===== config.mk =====
export PLATFORM = sky130hd
export DESIGN_NAME = imm_ext_pipe_flat
export DESIGN_NICKNAME = d
export VERILOG_FILES = /design/src/rtl/ext_pkg.sv /design/src/rtl/imm_ext_pipe_if.sv /design/src/rtl/imm_ext_core.sv /design/src/rtl/imm_ext_pipe.sv /design/src/flat_wrapper.sv
export SDC_FILE = /design/constraint.sdc
export NUM_CORES = 1
export LEC_CHECK = 0
export ABC_CLOCK_PERIOD_IN_PS = 2000
export BUFFER_PORTS_ARGS = -buffer_cell sky130_fd_sc_hd__buf_2
export CAP_MARGIN = 40
export CORE_ASPECT_RATIO = 0.6
export CORE_MARGIN = 10
export CORE_UTILIZATION = 38
export CTS_CLUSTER_SIZE = 25
export DETAILED_ROUTE_END_ITERATION = 6
export HOLD_SLACK_MARGIN = 0.06
export PLACE_DENSITY = 0.66
export RECOVER_POWER = 100
export SETUP_SLACK_MARGIN = 0.4
export SLEW_MARGIN = 20
export SYNTH_ARGS = -nofsm -noshare
export SYNTH_HDL_FRONTEND = slang
export SYNTH_SLANG_ARGS = --single-unit
export TNS_END_PERCENT = 5

===== constraint.sdc =====
create_clock -name clk -period 2 [get_ports clk]
set_clock_uncertainty 0.1 [all_clocks]
set_input_delay 0.1 -clock clk [delete_from_list [all_inputs] [get_ports clk]]
set_output_delay 0.1 -clock clk [all_outputs]
set_load 0.005 [all_outputs]

===== src/rtl/ext_pkg.sv =====
// Shared mode encoding for the immediate extender and the ID-stage decoder.
package ext_pkg;

    localparam int unsigned MODE_W = 2;

    typedef logic [MODE_W-1:0] mode_t;

    localparam mode_t EXT_SIGN = 2'd0;
    localparam mode_t EXT_ZERO = 2'd1;
    localparam mode_t EXT_LUI  = 2'd2;
    localparam mode_t EXT_SHL2 = 2'd3;

endpackage


===== src/rtl/imm_ext_pipe_if.sv =====
// Valid/ready bus between the ID-stage decoder, the extension unit and EX.
interface imm_ext_pipe_if
    import ext_pkg::*;
#(
    parameter int unsigned IN_W  = 16,
    parameter int unsigned OUT_W = 32
);
    logic             in_valid;
    logic             in_ready;
    logic [IN_W-1:0]  in_imm;
    mode_t            in_mode;
    logic             flush;
    logic             out_valid;
    logic             out_ready;
    logic [OUT_W-1:0] out_data;
    mode_t            out_mode;

    modport master (
        output in_valid, in_imm, in_mode, flush, out_ready,
        input  in_ready, out_valid, out_data, out_mode
    );

    modport slave (
        input  in_valid, in_imm, in_mode, flush, out_ready,
        output in_ready, out_valid, out_data, out_mode
    );
endinterface


===== src/rtl/imm_ext_core.sv =====
// Combinational immediate extension: sign, zero, upper-load and branch-offset modes.
module imm_ext_core
    import ext_pkg::*;
#(
    parameter int unsigned IN_W  = 16,
    parameter int unsigned OUT_W = 32
) (
    input  logic [IN_W-1:0]  imm,
    input  mode_t            mode,
    output logic [OUT_W-1:0] data
);
    logic [OUT_W-1:0] sext;

    assign sext = {{(OUT_W - IN_W){imm[IN_W-1]}}, imm};

    always_comb begin
        data = sext;
        unique case (mode)
            EXT_SIGN: data = sext;
            EXT_ZERO: data = {{(OUT_W - IN_W){1'b0}}, imm};
            EXT_LUI:  data = {imm, {(OUT_W - IN_W){1'b0}}};
            EXT_SHL2: data = sext << 2;
            default:  data = sext;
        endcase
    end
endmodule


===== src/rtl/imm_ext_pipe.sv =====
// Pipelined immediate extender: extension on accept into a 2-entry FIFO with
// valid/ready on both sides and a synchronous squash.
module imm_ext_pipe
    import ext_pkg::*;
#(
    parameter int unsigned IN_W  = 16,
    parameter int unsigned OUT_W = 32
) (
    input logic          clk,
    input logic          rst_n,
    imm_ext_pipe_if.slave bus
);
    logic [OUT_W-1:0] ext_data;
    logic [OUT_W-1:0] data_q [2];
    mode_t            mode_q [2];
    logic             wr_ptr_q;
    logic             rd_ptr_q;
    logic [1:0]       count_q;
    logic             push;
    logic             pop;

    imm_ext_core #(
        .IN_W  (IN_W),
        .OUT_W (OUT_W)
    ) u_core (
        .imm  (bus.in_imm),
        .mode (bus.in_mode),
        .data (ext_data)
    );

    // Ready depends only on registered count, so EX backpressure never reaches ID combinationally.
    assign bus.in_ready  = (count_q != 2'd2);
    assign bus.out_valid = (count_q != 2'd0);
    assign bus.out_data  = bus.out_valid ? data_q[rd_ptr_q] : '0;
    assign bus.out_mode  = bus.out_valid ? mode_q[rd_ptr_q] : EXT_SIGN;

    assign push = bus.in_valid & bus.in_ready;
    assign pop  = bus.out_valid & bus.out_ready;

    always_ff @(posedge clk or negedge rst_n) begin
        if (!rst_n) begin
            for (int i = 0; i < 2; i++) begin
                data_q[i] <= '0;
                mode_q[i] <= EXT_SIGN;
            end
            wr_ptr_q <= 1'b0;
            rd_ptr_q <= 1'b0;
            count_q  <= 2'd0;
        end else if (bus.flush) begin
            wr_ptr_q <= 1'b0;
            rd_ptr_q <= 1'b0;
            count_q  <= 2'd0;
        end else begin
            if (push) begin
                data_q[wr_ptr_q] <= ext_data;
                mode_q[wr_ptr_q] <= bus.in_mode;
                wr_ptr_q         <= ~wr_ptr_q;
            end
            if (pop) begin
                rd_ptr_q <= ~rd_ptr_q;
            end
            case ({push, pop})
                2'b10:   count_q <= count_q + 2'd1;
                2'b01:   count_q <= count_q - 2'd1;
                default: count_q <= count_q;
            endcase
        end
    end
endmodule


===== src/flat_wrapper.sv =====
// flat-port wrapper written by rule: the top's interface ports become plain ports
module imm_ext_pipe_flat import ext_pkg::*;
#(
    parameter int unsigned IN_W  = 16,
    parameter int unsigned OUT_W = 32
)
  (clk, rst_n, bus_in_valid, bus_in_imm, bus_in_mode, bus_flush, bus_out_ready, bus_in_ready, bus_out_valid, bus_out_data, bus_out_mode);
  imm_ext_pipe_if #(.IN_W(IN_W), .OUT_W(OUT_W)) bus_i ();
  input logic clk;
  input logic rst_n;
  input wire logic [$bits(bus_i.in_valid)-1:0] bus_in_valid;
  input wire logic [$bits(bus_i.in_imm)-1:0] bus_in_imm;
  input wire logic [$bits(bus_i.in_mode)-1:0] bus_in_mode;
  input wire logic [$bits(bus_i.flush)-1:0] bus_flush;
  input wire logic [$bits(bus_i.out_ready)-1:0] bus_out_ready;
  output wire logic [$bits(bus_i.in_ready)-1:0] bus_in_ready;
  output wire logic [$bits(bus_i.out_valid)-1:0] bus_out_valid;
  output wire logic [$bits(bus_i.out_data)-1:0] bus_out_data;
  output wire logic [$bits(bus_i.out_mode)-1:0] bus_out_mode;
  assign bus_i.in_valid = bus_in_valid;
  assign bus_i.in_imm = bus_in_imm;
  assign bus_i.in_mode = bus_in_mode;
  assign bus_i.flush = bus_flush;
  assign bus_i.out_ready = bus_out_ready;
  assign bus_in_ready = bus_i.in_ready;
  assign bus_out_valid = bus_i.out_valid;
  assign bus_out_data = bus_i.out_data;
  assign bus_out_mode = bus_i.out_mode;
  imm_ext_pipe #(.IN_W(IN_W), .OUT_W(OUT_W)) u_core (.clk(clk), .rst_n(rst_n), .bus(bus_i));
endmodule

* Yosys cells after proc, flatten, opt, wreduce, memory -nomap -nowiden *
Index checks and enable logic that the tools add are counted.

word-level totals
  memories = 0
  ROM bits = 0
  bits in writable memories = 0
  bits of input ports = 23
  word-level logic and storage cells = 53
  bits in latches = 0
  output and inout bits = 36
  register bits = 72

operators by class
  bitwise gates (word level) = 7
  $mul = 0
  add/subtract/negate cells = 2
  muxes and demuxes = 21
  div/mod/pow operators = 0
  reductions and logical operators = 7
  $lt $le $gt $ge = 3
  eq/ne operators = 6
  shifts and indexed selects = 0

operators with widths
  operator                                                                       count
  32-bit 2-to-1 mux                                                              5
  32-bit one-hot mux with 4 select lines                                         1
  64-bit bitwise mux                                                             1
  32-bit demux with 1-bit select                                                 1
  2-bit 2-to-1 mux                                                               6
  2-bit equality test (second input constant)                                    3
  2-bit nonzero test                                                             3
  4-bit bitwise mux                                                              1
  2-bit by 1-bit equality test with 1-bit output (second input constant)         2
  2-bit greater-or-equal comparator (second input constant)                      2
  1-bit 2-to-1 mux                                                               4
  1-bit NOT with 2-bit output                                                    2
  2-bit one-hot mux with 2 select lines                                          1
  1-bit NOT                                                                      3
  3-bit nonzero test                                                             1
  2-bit by 1-bit adder with 2-bit output (second input constant)                 1
  1-bit bitwise AND                                                              2
  2-bit demux with 1-bit select                                                  1
  2-bit zero test                                                                1
  2-bit by 1-bit less-than comparator with 1-bit output (second input constant)  1
  2-bit != test (second input constant)                                          1
  2-bit AND reduction                                                            1
  2-bit by 1-bit subtractor with 2-bit output (second input constant)            1
  1-bit logical AND                                                              1

* Depth between registers and ports, before layout *
  word-level depth = 6
  gate-level depth with buffers = 5
  depth with buffers taken out = 4

* Hierarchy *
A second synthesis with hierarchy kept.

unflattened totals
  cell total of the unflattened synthesis = 303
  area total of the unflattened synthesis = 3788.6 um^2

modules (own cells, without submodules)
  module        instances  area an instance (um^2)  cells an instance  seq. area each (um^2)
  imm_ext_pipe  1          3276.9                   243                1801.7
  imm_ext_core  1          511.7                    60                 0.0

* Worst setup path before layout *
No wires, ideal clock.

  path kind = reg-to-reg
  from = register u_core.count_q[1]
  to = register u_core.data_q[53] in the netlist's numbering
  buffers on the path = 1
  library setup time = 0.125 ns
  cell stages (with the launch flop) = 5
  path slack = 0.317 ns
  data required time = 1.775 ns
  clock period less this slack = 1.683 ns
  arrival time = 1.458 ns
  path through = dfrtp_1 nor2b_2 nor4_4 buf_6 mux2_2

on the way
  longest elaborated chain between the ends = 3

RTL lines
  item                                  RTL line            source
  start: declaration                    imm_ext_pipe.sv:18  logic [1:0] count_q;
  start signal: assignment              imm_ext_pipe.sv:63  2'b10: count_q <= count_q + 2'd1;
  start signal: assignment              imm_ext_pipe.sv:64  2'b01: count_q <= count_q - 2'd1;
  start signal: assignment              imm_ext_pipe.sv:65  default: count_q <= count_q;
  2-bit != test                         imm_ext_pipe.sv:32  assign bus.in_ready = (count_q != 2'd2);
  1-bit bitwise AND                     imm_ext_pipe.sv:37  assign push = bus.in_valid & bus.in_ready;
  2-bit AND reduction (no source line)  n/a
  end signal: indexed assignment        imm_ext_pipe.sv:55  data_q[wr_ptr_q] <= ext_data;
  end: declaration                      imm_ext_pipe.sv:14  logic [OUT_W-1:0] data_q [2];

No other way between the ends.
A chain may end at the register's enable or synchronous reset.

* Final worst setup path *
  from = register u_core.rd_ptr_q
  to = output port bus_out_mode[0]

on the way
  longest elaborated chain between the ends = 5

RTL lines
  item                                                  RTL line            source
  start: declaration                                    imm_ext_pipe.sv:17  logic rd_ptr_q;
  start signal: assignment                              imm_ext_pipe.sv:60  rd_ptr_q <= ~rd_ptr_q;
  1-bit NOT with 2-bit output (implied by the code)     imm_ext_pipe.sv:35  assign bus.out_mode = bus.out_valid ? mode_q[rd_ptr_q] : EXT_SIGN;
  2-bit 2-to-1 mux (implied by the code) (3 in series)  imm_ext_pipe.sv:35
  2-bit 2-to-1 mux                                      imm_ext_pipe.sv:35
  end: declaration                                      flat_wrapper.sv:19  output wire logic [$bits(bus_i.out_mode)-1:0] bus_out_mode;

No other way between the ends. The select of a mux whose other input is x is not followed.

==> reports/qor_table.md <==
| Item | Value | Unit |
|:---|:---|:---|
| Max-Cap Viols | 0 | - |
| Post-route antenna net violation count | 0 | - |
| Hold path depth | 3 | - |
| Worst-Skew Late Latency | 0.33 | ns |
| Maximum vdd ir drop | 0.5077 | mV |
| Die Y | 96.54 | um |
| Synth warn | 0 | - |
| First-pass GRT wire length | 15.04 | mm |
| Post-layout nets | 401 | - |
| Internal cell power | 0.003269 | W |
| Endpoint of the worst hold path | u_core.data_q[3] | - |
| Cell area after synthesis | 0.003710 | mm2 |
| Final clock period utilization by the worst path | 87.25 | % |
| Worst min-delay path category | input pin to flip-flop | - |
| Origin of the worst min-delay path | bus_in_imm[3] | - |
| Detailed-router iteration count before antenna repair | 4 | - |
| Syn_nets | 330 | - |
| Half-perimeter wire length after placement | 6.670 | mm |
| Number of rows created at floorplan | 27 | - |
| Clock buffer count from CTS | 9 | - |
| Clock input transition at the sequential cells of the worst setup and hold paths | 0.06 | ns |
| Worst slack at placement | 0.2237 | ns |
| Area added between synthesis and finish | 25.67 | % |
| Synthesized instance count | 307 | - |
| Async SR Flop Fraction | 100.0 | % |
| Pins Over Slew Limit | 0 | - |
| Netlist cell types | 27 | - |
| Clock root buffer master | sky130_fd_sc_hd__clkbuf_16 | - |
| Critical R2R Launch | u_core.count_q[0] | - |
| Minimum clock period after layout | 1.745 | ns |
| RSZ-0062 raised after global routing | yes | - |
| Average wire per cell in the routed design | 18.96 | um |
| Worst setup EP type | output pin | - |
| Die width | 147.6 | um |
| IO Count | 59 | - |
| Via count of the first global-routing pass | 2720 | - |
| Seq/Total Area, Yosys | 48.57 | % |
| Synthesized area per cell | 12.08 | um2 |
| Overall via count from detail_route | 2652 | - |
| Ant. Diodes | 0 | - |
| Global placement routability congestion | 0.8234 | - |
| Via density per instance | 5.170 | - |
| Run status | finished clean | - |
| Net switching share of the total power | 27.11 | % |
| Port Buffers | 58 | - |
| Maximum operating frequency | 573.1 | MHz |
| CTS tree | done | - |
| Global route overflow | 0 | - |
| Sequential cell area in the final layout | 0.001807 | mm2 |
| Number of antenna violations at the first check in global routing | 1 | - |
| Sequential Power Share | 44.7 | % |
| Starting density of the core | 39.64 | % |
| Tot GR Track Use | 13.63 | % |
| Share of final-layout standard cells stronger than drive strength 1 | 34.46 | % |
| Total length of routed wires | 9.725 | mm |
| DR iter-0 viols | 152 | - |
| Kind of start point of the critical path | flip-flop | - |
| Required time at the worst-slack endpoint | 1.80 | ns |
| Reg2Reg Depth | 5 | - |
| H-Tree Level Count | 3 | - |
| Leakage power of the design | 2.078 | nW |
| Number of remaining DRC errors | 0 | - |
| Total of fill cells in the finished design | 875 | - |
| Critical setup path kind | flip-flop to output pin | - |
| CP Data Arrival Time | 1.55 | ns |
| Final total power | 0.004484 | W |
| Worst-path maximum fanout | 6 | - |
| Pwr Density | 961.9 | mW/mm2 |
| Top flip-flop cell by instance count after synthesis | sky130_fd_sc_hd__dfrtp_1 | - |
| Area taken by multi-input logic gates | 0.001807 | mm2 |
| Final worst-path setup slack | 0.2550 | ns |
| CTS Sinks | 72 | - |
| Maximum buffer depth of the clock tree | 2 | - |
| Count of final setup violators | 0 | - |
| Part of the total power dissipated in the clock network | 32.9 | % |
| Pin count of the biggest net entering global routing | 73 | - |
| RR Endpoint | u_core.data_q[28] | - |
| Transition time at the pin with the least slew margin | 0.9951 | ns |
| Max_slew headroom | 33.66 | % |
| Die footprint | 0.01424 | mm2 |
| Part of the total power dissipated in combinational logic | 22.4 | % |
| Number of enable-type register cells in the synthesized netlist | 0 | - |
| Number of hold violations in the final report | 0 | - |
| P_sw | 0.001216 | W |
| Seq cells post-synth | 72 | - |
| Post-route setup TNS | 0 | ns |
| Reg2Reg Setup Slack | 0.25 | ns |
| Standard cell core area | 0.009358 | mm2 |
==> critical path, cell delays in order, from the launching register on <==
cell	delay, ns
sky130_fd_sc_hd__dfrtp_4	0.56
sky130_fd_sc_hd__buf_6	0.17
sky130_fd_sc_hd__mux2i_1	0.28
sky130_fd_sc_hd__nor2_1	0.07
sky130_fd_sc_hd__buf_2	0.13
==> how the worst max path moves through the flow <==
stage | from | end | cells after the start
after detailed placement | u_core.count_q[1] | u_core.data_q[20] | 5
after CTS | u_core.count_q[1] | u_core.data_q[59] | 4
after global routing | u_core.count_q[0] | bus_out_data[14] | 4
after floorplan | u_core.count_q[1] | u_core.data_q[53] | 4
after global placement | u_core.count_q[0] | u_core.data_q[17] | 5
final | u_core.rd_ptr_q | bus_out_mode[0] | 4
==> placed cells by master, fill, tap and decap left out, types with 2 or more instances in the layout <==
master	count
sky130_fd_sc_hd__mux2i_4	2
sky130_fd_sc_hd__mux2_1	5
sky130_fd_sc_hd__nor2_1	36
sky130_fd_sc_hd__mux2i_1	49
sky130_fd_sc_hd__mux2_2	59
sky130_fd_sc_hd__a21oi_1	4
sky130_fd_sc_hd__buf_4	7
sky130_fd_sc_hd__buf_2	29
sky130_fd_sc_hd__inv_1	6
sky130_fd_sc_hd__a22o_1	14
sky130_fd_sc_hd__clkbuf_8	2
sky130_fd_sc_hd__clkbuf_16	12
sky130_fd_sc_hd__nor2b_1	2
sky130_fd_sc_hd__dfrtp_1	70
sky130_fd_sc_hd__buf_12	6
sky130_fd_sc_hd__o21ai_0	18
sky130_fd_sc_hd__clkbuf_1	34
sky130_fd_sc_hd__mux2_4	2
sky130_fd_sc_hd__nand3_1	2
sky130_fd_sc_hd__dlygate4sd3_1	4
sky130_fd_sc_hd__buf_6	3
==> power groups by stage <==
stage                     Sequential, W  Combinational [W]  Clock [W]
final                           0.00201            0.00100    0.00148
after global routing            0.00205            0.00111    0.00157
after CTS                       0.00199           0.000998    0.00151
after detailed placement        0.00202           0.000953          0
after global placement          0.00200           0.000919          0
after floorplan                 0.00195           0.000661          0
==> stage by stage <==
stage,utilization [%],hold WS (ns),cells,cell area (um2)
final,49.82,0.1052,513,4662
after global routing,49.82,0.1057,513,4662
after CTS,48.71,0.08020,507,4558
after detailed placement,44.66,0.06134,483,4179
after global placement,44.66,0.05475,483,4179
after floorplan,-,-0.2956,307,3715
==> repair_timing <==
item	CTS	global route
setup endpoints to repair	101	102
resized for setup	8	18
setup buffers	4	3
hold buffers	4	0
endpoints found under the hold margin	76	0
gates cloned	0	3
==> routing by layer <==
| layer | GRT usage, % | wire, um | up-vias |
|---|---|---|---|
| met3 | 5.661 | 697 | 12 |
| met4 | 3.612 | 89 | 2 |
| li1 | - | - | 1241 |
| met2 | 20.55 | 4138 | 68 |
| met1 | 17.80 | 4793 | 1329 |
| met5 | 0 | 7 | - |
==> flip-flops by register name, indices dropped and copies added (netlist names) <==
| name | flops |
|---|---|
| u_core.count_q | 2 |
| u_core.wr_ptr_q | 1 |
| u_core.rd_ptr_q | 1 |
| u_core.mode_q | 4 |
| u_core.data_q | 64 |
==> layout make-up <==
cell class / count / area share [%]
multi-input combinational: 205 / 38.75
timing repair buffer: 83 / 12.61
sequential: 72 / 38.75
inverter: 7 / 0.5636
clock buffer: 16 / 5.824
tap: 130 / 3.489
==> synth_stat cells, types with 3 or more instances <==
library cell | instances | area (um2)
sky130_fd_sc_hd__buf_2 | 4 | 20.02
sky130_fd_sc_hd__dfrtp_1 | 72 | 1802
sky130_fd_sc_hd__buf_4 | 3 | 22.52
sky130_fd_sc_hd__inv_1 | 6 | 22.52
sky130_fd_sc_hd__mux2i_1 | 52 | 520.5
sky130_fd_sc_hd__mux2_2 | 63 | 709.4
sky130_fd_sc_hd__a21oi_1 | 4 | 20.02
sky130_fd_sc_hd__clkbuf_1 | 13 | 48.80
sky130_fd_sc_hd__nor2_1 | 36 | 135.1
sky130_fd_sc_hd__mux2_1 | 3 | 33.78
sky130_fd_sc_hd__a22o_1 | 14 | 122.6
sky130_fd_sc_hd__o21ai_0 | 18 | 90.09
sky130_fd_sc_hd__buf_6 | 3 | 33.78
==> cell families (layout without fill, tap and decap cells) <==
family | after synthesis | in the layout | share of synthesized area, %
buffers and inverters | 30 | 106 | 4.081
flip-flops | 72 | 72 | 48.57
XOR/XNOR | 1 | 1 | 0.2361
AND/OR/NAND/NOR | 48 | 48 | 6.375
multiplexers | 118 | 118 | 34.06
AO/OA/AOI/OAI | 38 | 38 | 6.678
Power figures use the tool's default switching activity.
